## src/rtl/fetch_sequencer.sv

```systemverilog
// Fetch sequencer: owns the program counter and instruction register,
// steps through FILL -> RUN and parks in HALT on a detected self-loop.
// Execution is gated by run (free-running) or a single-step rising edge.
module fetch_sequencer #(
    parameter int DATA_W  = 8,
    parameter int COUNT_W = 16
) (
    input  logic              clk,
    input  logic              reset,
    input  logic              run,
    input  logic              step,
    input  logic [DATA_W-1:0] rom_data,
    input  logic [DATA_W-1:0] bus,
    input  logic              loadBarIR,
    input  logic              doJumpBar,
    output logic [DATA_W-1:0] ir,
    output logic [DATA_W-1:0] pc,
    output logic [DATA_W-1:0] rom_addr,
    output logic              halted,
    output logic              fill,
    output logic [COUNT_W-1:0] instr_count
);

    typedef enum logic [1:0] {
        FILL = 2'd0,
        RUN  = 2'd1,
        HALT = 2'd2
    } state_t;

    state_t state;
    logic   stepQ;
    logic   stepEdge;
    logic   enable;
    logic   selfLoop;

    // Saturating increment for the executed-cycle counter.
    function automatic logic [COUNT_W-1:0] satInc(input logic [COUNT_W-1:0] value);
        if (value == {COUNT_W{1'b1}}) begin
            satInc = value;
        end else begin
            satInc = value + 1'b1;
        end
    endfunction

    // The ROM is addressed directly by the program counter.
    assign rom_addr = pc;

    // Advance on every cycle in run mode, or once per rising step edge otherwise.
    always_comb begin
        stepEdge = step & ~stepQ;
        enable   = run | stepEdge;
        selfLoop = ~doJumpBar & loadBarIR & (bus == pc);
    end

    // Sequencer state, fetch registers and status outputs.
    always_ff @(posedge clk) begin
        if (reset) begin
            state       <= FILL;
            stepQ       <= 1'b0;
            pc          <= '0;
            ir          <= '0;
            instr_count <= '0;
            fill        <= 1'b1;
            halted      <= 1'b0;
        end else begin
            stepQ <= step;
            case (state)
                FILL: begin
                    if (enable) begin
                        ir    <= rom_data;
                        pc    <= pc + 1'b1;
                        state <= RUN;
                        fill  <= 1'b0;
                    end
                end
                RUN: begin
                    if (enable) begin
                        if (!loadBarIR) begin
                            ir <= bus;
                        end
                        if (!doJumpBar) begin
                            pc <= bus;
                        end else begin
                            pc <= pc + 1'b1;
                        end
                        instr_count <= satInc(instr_count);
                        // A jump to itself without a new instruction can never progress.
                        if (selfLoop) begin
                            state  <= HALT;
                            halted <= 1'b1;
                        end
                    end
                end
                HALT: begin
                    state <= HALT;
                end
                default: begin
                    state  <= HALT;
                    halted <= 1'b1;
                    fill   <= 1'b0;
                end
            endcase
        end
    end

endmodule

```

## config.mk

```make
export PLATFORM = sky130hd
export DESIGN_NAME = fetch_sequencer
export DESIGN_NICKNAME = d
export VERILOG_FILES = /design/src/rtl/fetch_sequencer.sv
export SDC_FILE = /design/constraint.sdc
export NUM_CORES = 1
export LEC_CHECK = 0
export CAP_MARGIN = 20
export CORE_MARGIN = 2
export CORE_UTILIZATION = 40
export CTS_BUF_LIST = sky130_fd_sc_hd__clkbuf_4 sky130_fd_sc_hd__clkbuf_8
export DETAILED_ROUTE_END_ITERATION = 7
export PLACE_DENSITY = 0.74
export SYNTH_ARGS = -nofsm -noshare
export SYNTH_HDL_FRONTEND = slang
export SYNTH_SLANG_ARGS = --single-unit
```

## constraint.sdc

```tcl
create_clock -name clk -period 1.6 [get_ports clk]
set_clock_uncertainty 0.05 [all_clocks]
set_input_delay 0.32 -clock clk [delete_from_list [all_inputs] [get_ports clk]]
set_output_delay 0.32 -clock clk [all_outputs]
set_load 0.02 [all_outputs]
```

======== Word level (Yosys, flattened, before mapping) ========
Cells that the tools add are included.
storage, ports and cells
  flip-flop bits (word level) ............. 37
  input port bits ......................... 22
  output and inout bits ................... 42
  word-level logic and storage cells ...... 53
cells by class
  $add $sub $neg .......................... 2
  equality and inequality tests ........... 8
  mux-type cells .......................... 17
  bitwise operators ....................... 9
  reductions and logical operators ........ 10
operator list
  cell                                                             count
  8-bit two-way mux                                                6
  8-bit case mux with 2 select lines                               2
  16-bit by 1-bit adder with 16-bit output, second input constant  1
  16-bit == test, second input constant                            1
  3-bit AND reduction                                              4
  8-bit by 1-bit adder with 8-bit output, second input constant    1
  8-bit == test                                                    1
  2-bit inequality test, second input constant                     4
  2-bit two-way mux                                                3
  1-bit inverter                                                   5
  1-bit case mux with 2 select lines                               2
  2-bit case mux with 2 select lines                               1
  4-bit AND reduction                                              1
  2-bit OR reduction                                               2
  1-bit bitwise AND                                                3
  1-bit two-way mux                                                3
  2-bit by 1-bit == test with 1-bit output, second input constant  1
  2-bit == test, second input constant                             1
  2-bit logical NOT                                                1
  2-bit AND reduction                                              1
  2-bit nonzero test                                               1
  1-bit bitwise OR                                                 1

======== Longest topological paths before layout ========
Gate-level depths: netlist of run 1.
  depth after elaboration ................. 6
  gate-level depth with buffers ........... 9
  mapped depth without buffers ............ 7

======== Least setup slack after synthesis of run 1 ========
No wires, ideal clock.
  path type ............................... register -> register
  start point ............................. register pc[0]
  end point ............................... register pc[4]
  setup time .............................. 0.065 ns
  arrival time ............................ 1.632 ns
  data required time ...................... 1.485 ns
  path slack .............................. -0.147 ns
  stages on the path, launching flop included .. 7
  path buffers ............................ 0
  period minus slack after synthesis ...... 1.747 ns
  cell sequence ........................... dfxtp_1 ha_1 and3_1 or3b_2 a21oi_1 a21oi_1 nor2_1
on the way
  longest elaborated chain between the ends .. 4
  elaborated cells between the ends (all ways) .. 5
  those cells by class .................... add/sub (1); mux (4)
RTL lines
  item                                        line    source
  from (decl)                                 17      output logic [DATA_W-1:0] pc,
  from (signal assigned)                      71      pc <= pc + 1'b1;
  from (signal assigned)                      82      pc <= bus;
  from (signal assigned)                      84      pc <= pc + 1'b1;
  8-bit by 1-bit adder with 8-bit output (*)  71, 84
  8-bit two-way mux                           81      if (!doJumpBar) begin
  8-bit two-way mux                           77      if (enable) begin
  8-bit case mux with 2 select lines (*)      67      case (state)
Mark *: on every way between the ends. The rest lies on a longest branch, timed or not. The select of a mux whose other input is x is not followed.
A chain may end at the register's enable or synchronous reset.

======== Worst setup path in the final report of run 1 ========
  start point ............................. register state[0]
  end point ............................... register ir[7]
on the way
  longest elaborated chain between the ends .. 3
  elaborated cells between the ends (all ways) .. 8
  those cells by class .................... eq/ne (4); mux (1); reduce/logical (3)
RTL lines
  item                                                                                  line  source
  from (decl)                                                                           30    state_t state;
  from (signal assigned)                                                                58    state <= FILL;
  from (signal assigned)                                                                72    state <= RUN;
  from (signal assigned)                                                                89    state <= HALT;
  2-bit by 1-bit == test with 1-bit output / 2-bit logical NOT (equally long branches)  67
  2-bit inequality test (no source line) / 2-bit nonzero test (equally long branches)   n/a
  4-bit AND reduction (no source line)                                                  n/a
  to (signal assigned)                                                                  70    ir <= rom_data;
  to (signal assigned)                                                                  79    ir <= bus;
  to (decl)                                                                             16    output logic [DATA_W-1:0] ir,
Parallel ways exist; a longest one is shown, timed or not.

==> metrics.cfg, run 1 <==
[die]
die_area_um2=5706
ios=64
core_area_um2=5010
die_y_um=75.54
start_util_pct=40.86
rows=26
chipWidth_um=75.54

[yosys]
syn_avg_cell_area_um2=8.674
ys_seq_elements=37
synth_flop_cell=dfxtp_1
netlist_area_um2=2047
syn_nets=263
seq_area_frac_synth_pct=36.19
async_reset_ff_share_pct=0
yosysWarnings=0
synth_edf_count=0
synth_cells=236
synth.distinct_cells=43

[setup_path]
reg2regPathDepth=8
cp_data_arrival_time_ns=1.76
critPathSlowestCell=dfxtp_4
crit_type=register to register
crit_fanout=15
rr_startpoint=state[0]
crit_required_ns=1.77
cp_slowest_stage_delay_ns=0.37
crit_start=state[0]
reg2reg_slack_ns=0.01
critPathLaunchType=register
path_cells=inv_1 -> ha_2 -> or2_4 -> o21ai_4 -> a21oi_4 -> buf_12 -> buf_4 -> a211oi_2
worstSetupEndpointType=register

[run_status]
outcome=complete, no violations

[power]
p_clk_share_pct=19.6
p_leak_nw=1.452
power.internal_w=0.002736
peakVddDrop_v=0.0005721
pwr_density_cell_nw_per_um2=1291
power.switching_w=0.001649
seqPwrFrac_pct=28.8
p_comb_share_pct=51.6
switching_share_pct=37.61

[timing]
worst_pin_slew_ns=0.4714
min_period_over_period_pct=99.26
setup_viol=0
rsz0062_at_grt=yes
finalHoldViolCount=0
period_needed_ns=1.588
setup_ws_ns=0.01188
final_max_slew_viol_count=0
slew-limit-headroom_pct=68.45
fmax_mhz=629.7

[detailed_routing]
antenna_left=0
wl_per_cell_um=14.65
first_iter_violations=145
via_per_inst=5.179
drc=0
dr.pass1.iters=4
wirelength_um=6052
num_vias=2139

[placed_design]
port_buffers=63
placed_area_um2=3025
post-place-ws_ns=-0.4224
dp_hpwl_um=4087
place_congestion=0.8702

[clock_network]
clk_transition_reported_paths_ns=0.07
cts.sinks=37
postCtsHoldBufs=0
clock_latency_ns=0.30
clk_path_buf_depth=2
cts_root_buffer=clkbuf_8
cts_made_buffers=5
h-tree-depth=2
cts_tree=built

[global_route]
grt_max_degree=25
track_usage_pct=20.90
grt_first_pass_wirelength_um=9094
overflow=0
grt_pass1_vias=1919
grt_antenna_before_repair=0

[layout]
final_cell_mix=dlygate4sd2_1, buf_4, nor2_1
drive_gt1_share_pct=34.11
area_delta_synth_final_pct=65.95
antenna-diode-count=0
design_area_um2=3397
nNetsFinal=369
nFillCells=398

[hold_path]
whs_path_depth=2
hold_class=primary input to register
min_from=step

[run]
maxCapViolCount=0

==> critical path: cells and delay by family, from the launching register on <==
family | cells | cell delay (ns)
flops | 1 | 0.37
buf+inv | 3 | 0.34
compound gates | 3 | 0.30
simple gates | 1 | 0.28
fa+ha+maj | 1 | 0.18
==> synthesized netlist by cell type, types with 3 or more instances <==
cell / number / area share [%]
dfxtp_1: 37 / 36
nor2_1: 33 / 6.1
xnor2_1: 22 / 9.4
nand2_1: 16 / 2.9
buf_4: 10 / 3.7
mux2i_1: 10 / 4.9
a211oi_1: 9 / 3.3
a21oi_1: 8 / 2.0
nand3_1: 8 / 2.0
nor3_1: 8 / 2.0
o21ai_0: 8 / 2.0
clkbuf_1: 6 / 1.1
ha_1: 5 / 3.1
inv_1: 5 / 0.92
nand4_1: 4 / 1.2
a31oi_1: 3 / 0.92
and4_1: 3 / 1.3
nor2b_1: 3 / 0.92
nor4_1: 3 / 0.92
==> power by group through the flow <==
| stage | clock network, W | logic (W) | registers, W |
|---|---|---|---|
| floorplan | 0 | 0.000995 | 0.00149 |
| global placement | 0 | 0.00198 | 0.00126 |
| detailed placement | 0 | 0.00201 | 0.00127 |
| CTS | 0.000880 | 0.00212 | 0.00125 |
| global route | 0.000912 | 0.00244 | 0.00129 |
| finish | 0.000859 | 0.00226 | 0.00126 |
==> worst paths after layout <==
kind,end
worst min register to register,fill
worst max register to register,ir[7]
worst min-delay path,stepQ
worst max-delay path,ir[7]
==> logic make-up after synthesis <==
logic type                 share of synthesized area [%]
AOI/OAI and AO/OA                                  15.46
xor gates and xnor gates                           9.413
adders and majority gates                          3.056
buffers and inverters                              7.029
DFF                                                36.19
muxes                                              4.890
and+or+nand+nor                                    23.96
==> registers in the layout, summed over array words and instances (netlist names) <==
| signal | flops |
|---|---|
| instr_count | 16 |
| ir | 8 |
| pc | 8 |
| state | 2 |
| fill | 1 |
| halted | 1 |
| stepQ | 1 |
==> per-layer routing <==
layer  part of all wire, %  wire length (um)  global-route usage (%)  up-vias
met5                     0                 0                       0        -
met4                   2.1               128                   6.823        0
met3                   5.3               319                   3.704       12
met2                    50              2997                   34.11       69
met1                    43              2606                   28.04     1015
li1                      -                 -                       -     1043
==> cell type report <==
type / instances / area, um2 / area share (%)
clock buffer: 6 / 82.58 / 2.431
clock inverter: 2 / 37.54 / 1.105
tap: 70 / 87.58 / 2.578
inverter: 5 / 18.77 / 0.5525
sequential: 37 / 783.3 / 23.06
multi-input combinational: 176 / 1370 / 40.33
timing repair buffer: 117 / 1017 / 29.94
==> what timing repair did <==
item | CTS | global route
endpoints found under the setup margin | 71 | 34
setup buffers | 3 | 5
pin swaps | 5 | 8
gates resized for setup | 74 | 28
gates cloned | 0 | 2
==> through the flow <==
stage	utilization, %	total power (W)	std cells	TNS, ns	hold slack (ns)
6_report	67.81	0.004385	413	0	0.3898
5_1_grt	67.81	0.004637	413	-0.9026	0.4298
4_1_cts	64.89	0.004251	407	0	0.3814
3_5_place_dp	60.39	0.003279	396	-12.22	0.4062
3_3_place_gp	60.39	0.003247	396	-10.88	0.4076
2_1_floorplan	-	0.002486	236	0	0.3982
Power figures use the tool's default switching activity.
==> run 2: changes to the inputs <==
==> config.mk (replaced) <==
export PLATFORM = sky130hd
export DESIGN_NAME = fetch_sequencer
export DESIGN_NICKNAME = d
export VERILOG_FILES = /design/src/rtl/fetch_sequencer.sv
export SDC_FILE = /design/constraint.sdc
export NUM_CORES = 1
export LEC_CHECK = 0
export CAP_MARGIN = 20
export CORE_ASPECT_RATIO = 1.1
export CORE_MARGIN = 2
export CORE_UTILIZATION = 42
export DETAILED_ROUTE_END_ITERATION = 7
export PLACE_DENSITY = 0.77
export SYNTH_ARGS = -nofsm -noshare
export SYNTH_HDL_FRONTEND = slang
export SYNTH_SLANG_ARGS = --single-unit
==> run 2 against run 1 <==
Net effect: the run now ends with negative setup slack left; largest power group unchanged; critical endpoint is now halted; flip-flop and latch count unchanged; sequential power about the same; highest routed layer unchanged; power decreased by 2.5%.
==> metrics.cfg, run 2 (synthesized netlist as in run 1, its figures left out) <==
[run_status]
outcome=finished with violations  ; was complete, no violations
failed_checks=negative setup slack

[detailed_routing]
drc=0  ; unchanged
dr.pass1.iters=4  ; unchanged
num_vias=2180  ; was 2139
wirelength_um=6740  ; was 6052 um
wl_per_cell_um=16.93  ; was 14.65 um
via_per_inst=5.477  ; was 5.179
first_iter_violations=131  ; was 145
antenna_left=0  ; unchanged

[placed_design]
placed_area_um2=2985  ; was 3025 um2
dp_hpwl_um=4091  ; was 4087 um
port_buffers=63  ; unchanged
place_congestion=0.8226  ; was 0.8702

[clock_network]
cts_root_buffer=clkbuf_8  ; unchanged
cts.sinks=37  ; unchanged
clock_latency_ns=0.30  ; about the same
cts_tree=built  ; unchanged
h-tree-depth=2  ; unchanged
clk_transition_reported_paths_ns=0.08  ; was 0.07 ns
cts_made_buffers=5  ; unchanged
clk_path_buf_depth=2  ; unchanged

[layout]
largest_reg_flops=16  ; unchanged
top_regs=instr_count: 16 flops, ir: 8 flops, pc: 8 flops  ; unchanged
design_area_um2=3336  ; was 3397 um2
multiInputGateArea_um2=1378  ; was 1370 um2
area_delta_synth_final_pct=62.96  ; was 65.95%
nFillCells=329  ; was 398
fin_util_pct=71.21  ; was 67.81%
final_cell_mix=dlygate4sd2_1, buf_4, nor2_1  ; unchanged
regArea_um2=773.2  ; was 783.3 um2
regMostFlops=instr_count  ; unchanged
nNetsFinal=367  ; was 369
drive_gt1_share_pct=33.43  ; was 34.11%

[timing]
rsz0062_at_grt=yes  ; unchanged
finalHoldViolCount=0  ; unchanged
setup_viol=18  ; was 0
setup_ws_ns=-0.06550  ; was 0.01188 ns
final_max_slew_viol_count=0  ; unchanged
min_period_over_period_pct=104.1  ; was 99.26%
period_needed_ns=1.666  ; was 1.588 ns
fmax_mhz=600.4  ; was 629.7 MHz
worst_pin_slew_ns=0.5571  ; was 0.4714 ns
slew-limit-headroom_pct=62.86  ; was 68.45%

[setup_path]
crit_type=primary input to register  ; was register to register
crit_required_ns=1.80  ; was 1.77 ns
reg2reg_slack_ns=-0.06  ; was 0.01 ns
worstSetupEndpointType=register  ; unchanged
cp_data_arrival_time_ns=1.87  ; was 1.76 ns
crit_fanout=3  ; was 15
critPathLaunchType=primary input  ; was register

[global_route]
track_usage_pct=22.37  ; was 20.90%
grt_max_degree=34  ; was 25
grt_pass1_vias=2029  ; was 1919
grt_antenna_before_repair=1  ; was 0
grt_first_pass_wirelength_um=9687  ; was 9094 um
overflow=0  ; unchanged

[hold_path]
hold_class=primary input to register  ; unchanged

[die]
chipWidth_um=70.57  ; was 75.54 um
core_area_um2=4684  ; was 5010 um2
ios=64  ; unchanged
rows=26  ; unchanged
die_y_um=77.22  ; was 75.54 um
die_area_um2=5449  ; was 5706 um2
start_util_pct=43.70  ; was 40.86%

[power]
peakVddDrop_v=0.0005516  ; was 0.0005721 V
p_leak_nw=1.423  ; was 1.452 nW
pwr_density_cell_nw_per_um2=1282  ; was 1291 nW/um2
power.total_w=0.004275  ; was 0.004385 W

[run]
maxCapViolCount=0  ; unchanged

[run 2: changes by cell type in the layout (fill, tap and decap cells not counted), sizes merged]
cell	before	now
buf	54	52
bufinv	1	0
clkdlybuf4s15	0	1
clkdlybuf4s50	12	15
clkinv	0	2
clkinvlp	1	0
diode	0	1
dlygate4sd2	48	46
dlymetal6s2s	3	1
o21a	3	2
o21ai	10	11
[run 2: repair_timing]
item                                    4_1_cts  5_1_grt
endpoints found under the setup margin       71       35
resized for setup                            72       31
hold buffers                                  0        0
gates cloned                                  0        1
buffers inserted                              4        6
pin swaps                                    12       13
[run 2: worst max-delay path: stages]
cell	delay, ns
clkdlybuf4s50_1	0.45
xnor2_1	0.23
o2111ai_2	0.19
o41a_1	0.41
nor2_1	0.14
o21a_1	0.13
[run 2: power breakdown]
part           switching [W]  internal [W]
registers           0.000135       0.00113
clock network       0.000363      0.000349
logic                0.00121       0.00108
total                0.00171       0.00257
[run 2: final cells by class]
class / instances / area share (%)
sequential: 37 / 23.18
antenna: 1 / 0.07502
inverter: 5 / 0.5626
clock buffer: 6 / 2.476
timing repair buffer: 115 / 29.89
multi-input combinational: 176 / 41.30
clock inverter: 2 / 0.4126
tap: 56 / 2.101
[run 2: through the flow]
| stage | hold WS (ns) | std cells | setup TNS, ns | setup WS [ns] |
|---|---|---|---|---|
| final | 0.2359 | 398 | -0.3620 | -0.06550 |
| after global routing | 0.2697 | 398 | -2.563 | -0.1725 |
| after CTS | 0.4312 | 390 | -0.09824 | -0.01805 |
| after detailed placement | 0.4299 | 379 | -9.711 | -0.3928 |
| after global placement | 0.4020 | 379 | -8.600 | -0.3532 |
| after floorplan | 0.3982 | 236 | 0 | 0.001112 |
[run 2: per-layer routing]
layer  track usage, %  share of wire [%]  vias to the layer above
li1                 -                  -                     1039
met1            28.03                 40                     1043
met2            37.64                 52                       83
met3            4.862                5.5                       15
met4            7.925                2.3                        0
met5                0                  0                        -
[run 2: final timing paths]
| kind | cells past startpoint | endpoint | from |
|---|---|---|---|
| worst max-delay path | 6 | halted | bus[6] |
| worst min-delay path | 2 | stepQ | step |
| worst max register to register | 6 | halted | pc[0] |
| worst min register to register | 1 | halted | halted |
==> run 3: changes to the inputs <==
--- a/config.mk
+++ b/config.mk
@@ -11,6 +11,7 @@
 export CORE_UTILIZATION = 42
 export DETAILED_ROUTE_END_ITERATION = 7
 export PLACE_DENSITY = 0.77
+export SKIP_CTS_REPAIR_TIMING = 1
 export SYNTH_ARGS = -nofsm -noshare
 export SYNTH_HDL_FRONTEND = slang
 export SYNTH_SLANG_ARGS = --single-unit
==> run 3 against run 2 <==
Net effect: the flow still finishes with violations (negative setup slack); routed wire length increased by 9.2%; largest power group unchanged; count of clock-buffer cells in the layout unchanged; sequential share of layout area is 1.5 points lower; critical path type is now register to register; flip-flop and latch count is the same; power grew 5.8%; hold slack improved by 0.0086 ns; critical path depth did not move; global-route usage down 1.5 points; clock power up 0.6%; utilization increased by 6.2 points.
==> metrics.cfg, run 3 (synthesized netlist as in run 1, its figures left out) <==
[run_status]
outcome=finished with violations  ; unchanged
failed_checks=negative setup slack  ; unchanged

[die]
core_area_um2=4684  ; unchanged
die_y_um=77.22  ; unchanged
die_area_um2=5449  ; unchanged
ios=64  ; unchanged
start_util_pct=43.70  ; unchanged
chipWidth_um=70.57  ; unchanged
rows=26  ; unchanged

[timing]
min_period_over_period_pct=113.0  ; was 104.1%
rsz0062_at_grt=yes  ; unchanged
finalHoldViolCount=0  ; unchanged
setup_viol=8  ; was 18
worst_pin_slew_ns=0.5310  ; was 0.5571 ns
fmax_mhz=553.1  ; was 600.4 MHz
setup_ws_ns=-0.2080  ; was -0.06550 ns
period_needed_ns=1.808  ; was 1.666 ns
final_max_slew_viol_count=0  ; unchanged
slew-limit-headroom_pct=64.54  ; was 62.86%
setup_tns_ns=-0.7324  ; was -0.3620 ns

[detailed_routing]
wl_per_cell_um=18.35  ; was 16.93 um
first_iter_violations=127  ; was 131
dr.pass1.iters=4  ; unchanged
antenna_left=0  ; unchanged
via_per_inst=5.579  ; was 5.477
drc=0  ; unchanged
num_vias=2237  ; was 2180
wirelength_um=7359  ; was 6740 um

[global_route]
grt_antenna_before_repair=1  ; unchanged
grt_first_pass_wirelength_um=9052  ; was 9687 um
track_usage_pct=20.85  ; was 22.37%
grt_pass1_vias=1937  ; was 2029
overflow=0  ; unchanged
grt_max_degree=34  ; unchanged

[placed_design]
port_buffers=63  ; unchanged
dp_hpwl_um=4091  ; unchanged
dp.cells=379  ; unchanged
place_congestion=0.8226  ; unchanged
placed_area_um2=2985  ; unchanged

[layout]
nNetsFinal=370  ; was 367
area_delta_synth_final_pct=77.08  ; was 62.96%
drive_gt1_share_pct=38.37  ; was 33.43%
design_area_um2=3625  ; was 3336 um2
finalNonFillerCells=401  ; was 398
regMostFlops=instr_count  ; unchanged
mostFrequentLayoutCell=dlymetal6s2s_1
largest_reg_flops=16  ; unchanged
top_regs=instr_count: 16 flops, ir: 8 flops, pc: 8 flops  ; unchanged
final_cell_mix=dlymetal6s2s_1, buf_4, nor2_1  ; was dlygate4sd2_1, buf_4, nor2_1

[setup_path]
critPathLaunchType=register  ; was primary input
crit_required_ns=1.79  ; was 1.80 ns
path_cells=buf_6 -> xnor2_2 -> nand4_1 -> o41ai_2 -> nor2b_2 -> o211a_1  ; was clkdlybuf4s50_1 -> xnor2_1 -> o2111ai_2 -> o41a_1 -> nor2_1 -> o21a_1
crit_type=register to register  ; was primary input to register
crit_fanout=3  ; unchanged
critPathSlowestCell=o41ai_2  ; was clkdlybuf4s50_1
worstSetupEndpointType=register  ; unchanged
cp_data_arrival_time_ns=2.00  ; was 1.87 ns
cp_slowest_stage_delay_ns=0.46  ; was 0.45 ns

[power]
pwr_density_cell_nw_per_um2=1247  ; was 1282 nW/um2
peakVddDrop_v=0.0006771  ; was 0.0005516 V
power.total_w=0.004521  ; was 0.004275 W
p_leak_nw=2.070  ; was 1.423 nW

[clock_network]
h-tree-depth=2  ; unchanged
cts_made_buffers=5  ; unchanged
cts_root_buffer=clkbuf_8  ; unchanged
clk_transition_reported_paths_ns=0.08  ; about the same
cts.sinks=37  ; unchanged
clk_path_buf_depth=2  ; unchanged
clock_latency_ns=0.30  ; about the same
cts_tree=built  ; unchanged

[run]
maxCapViolCount=0  ; unchanged

[hold_path]
hold_class=primary input to register  ; unchanged

## run 3: cell types whose count changed in the layout (fill, tap and decap cells not counted), sizes merged
cell / before / now
buf: 52 / 56
dlygate4sd2: 46 / 0
dlymetal6s2s: 1 / 52
clkdlybuf4s15: 1 / 0
o21ai: 11 / 10
clkdlybuf4s50: 15 / 11
## run 3: routing by layer
metal | track usage (%) | vias to the layer above | part of all wire [%]
met5 | 0 | - | 0
met4 | 6.226 | 0 | 3.0
met3 | 4.468 | 17 | 5.8
met2 | 35.94 | 100 | 51
met1 | 25.91 | 1074 | 40
li1 | - | 1046 | -
## run 3: power breakdown
| part | switching [W] | internal, W | leakage [nW] |
|---|---|---|---|
| logic | 0.00128 | 0.00123 | 1.71 |
| registers | 0.000156 | 0.00114 | 0.313 |
| clock network | 0.000366 | 0.000349 | 0.0512 |
| total | 0.00180 | 0.00272 | 2.07 |
## run 3: worst paths after layout
path                            slack [ns]       end  cells past startpoint  startpoint
worst max-delay path                 -0.21  state[0]                      6       pc[1]
worst min register to register        0.43    halted                      1      halted
worst min-delay path                  0.24     stepQ                      2        step
worst max register to register       -0.21  state[0]                      6       pc[1]
## run 3: critical path, delay by kind of cell, from the launching register on
| family | cells | cell delay (ns) |
|---|---|---|
| xor+xnor | 1 | 0.14 |
| flops | 1 | 0.35 |
| simple gates | 2 | 0.46 |
| buf+inv | 1 | 0.12 |
| compound gates | 2 | 0.62 |
## run 3: final cells by class
type	instances	area (um2)
timing repair buffer	119	1220
multi-input combinational	175	1433
tap	56	70.07
clock buffer	6	82.58
sequential	37	784.5
clock inverter	2	13.76
antenna	1	2.502
inverter	5	18.77
fill	294	1060
## run 3: through the flow
stage / worst slack [ns] / util [%] / hold WS, ns
2_1_floorplan: 0.001112 / - / 0.3982
3_3_place_gp: -0.3532 / 63.73 / 0.4020
3_5_place_dp: -0.3928 / 63.73 / 0.4299
4_1_cts: -0.2448 / 65.79 / 0.4487
5_1_grt: -0.2805 / 77.38 / 0.2726
6_report: -0.2080 / 77.38 / 0.2446
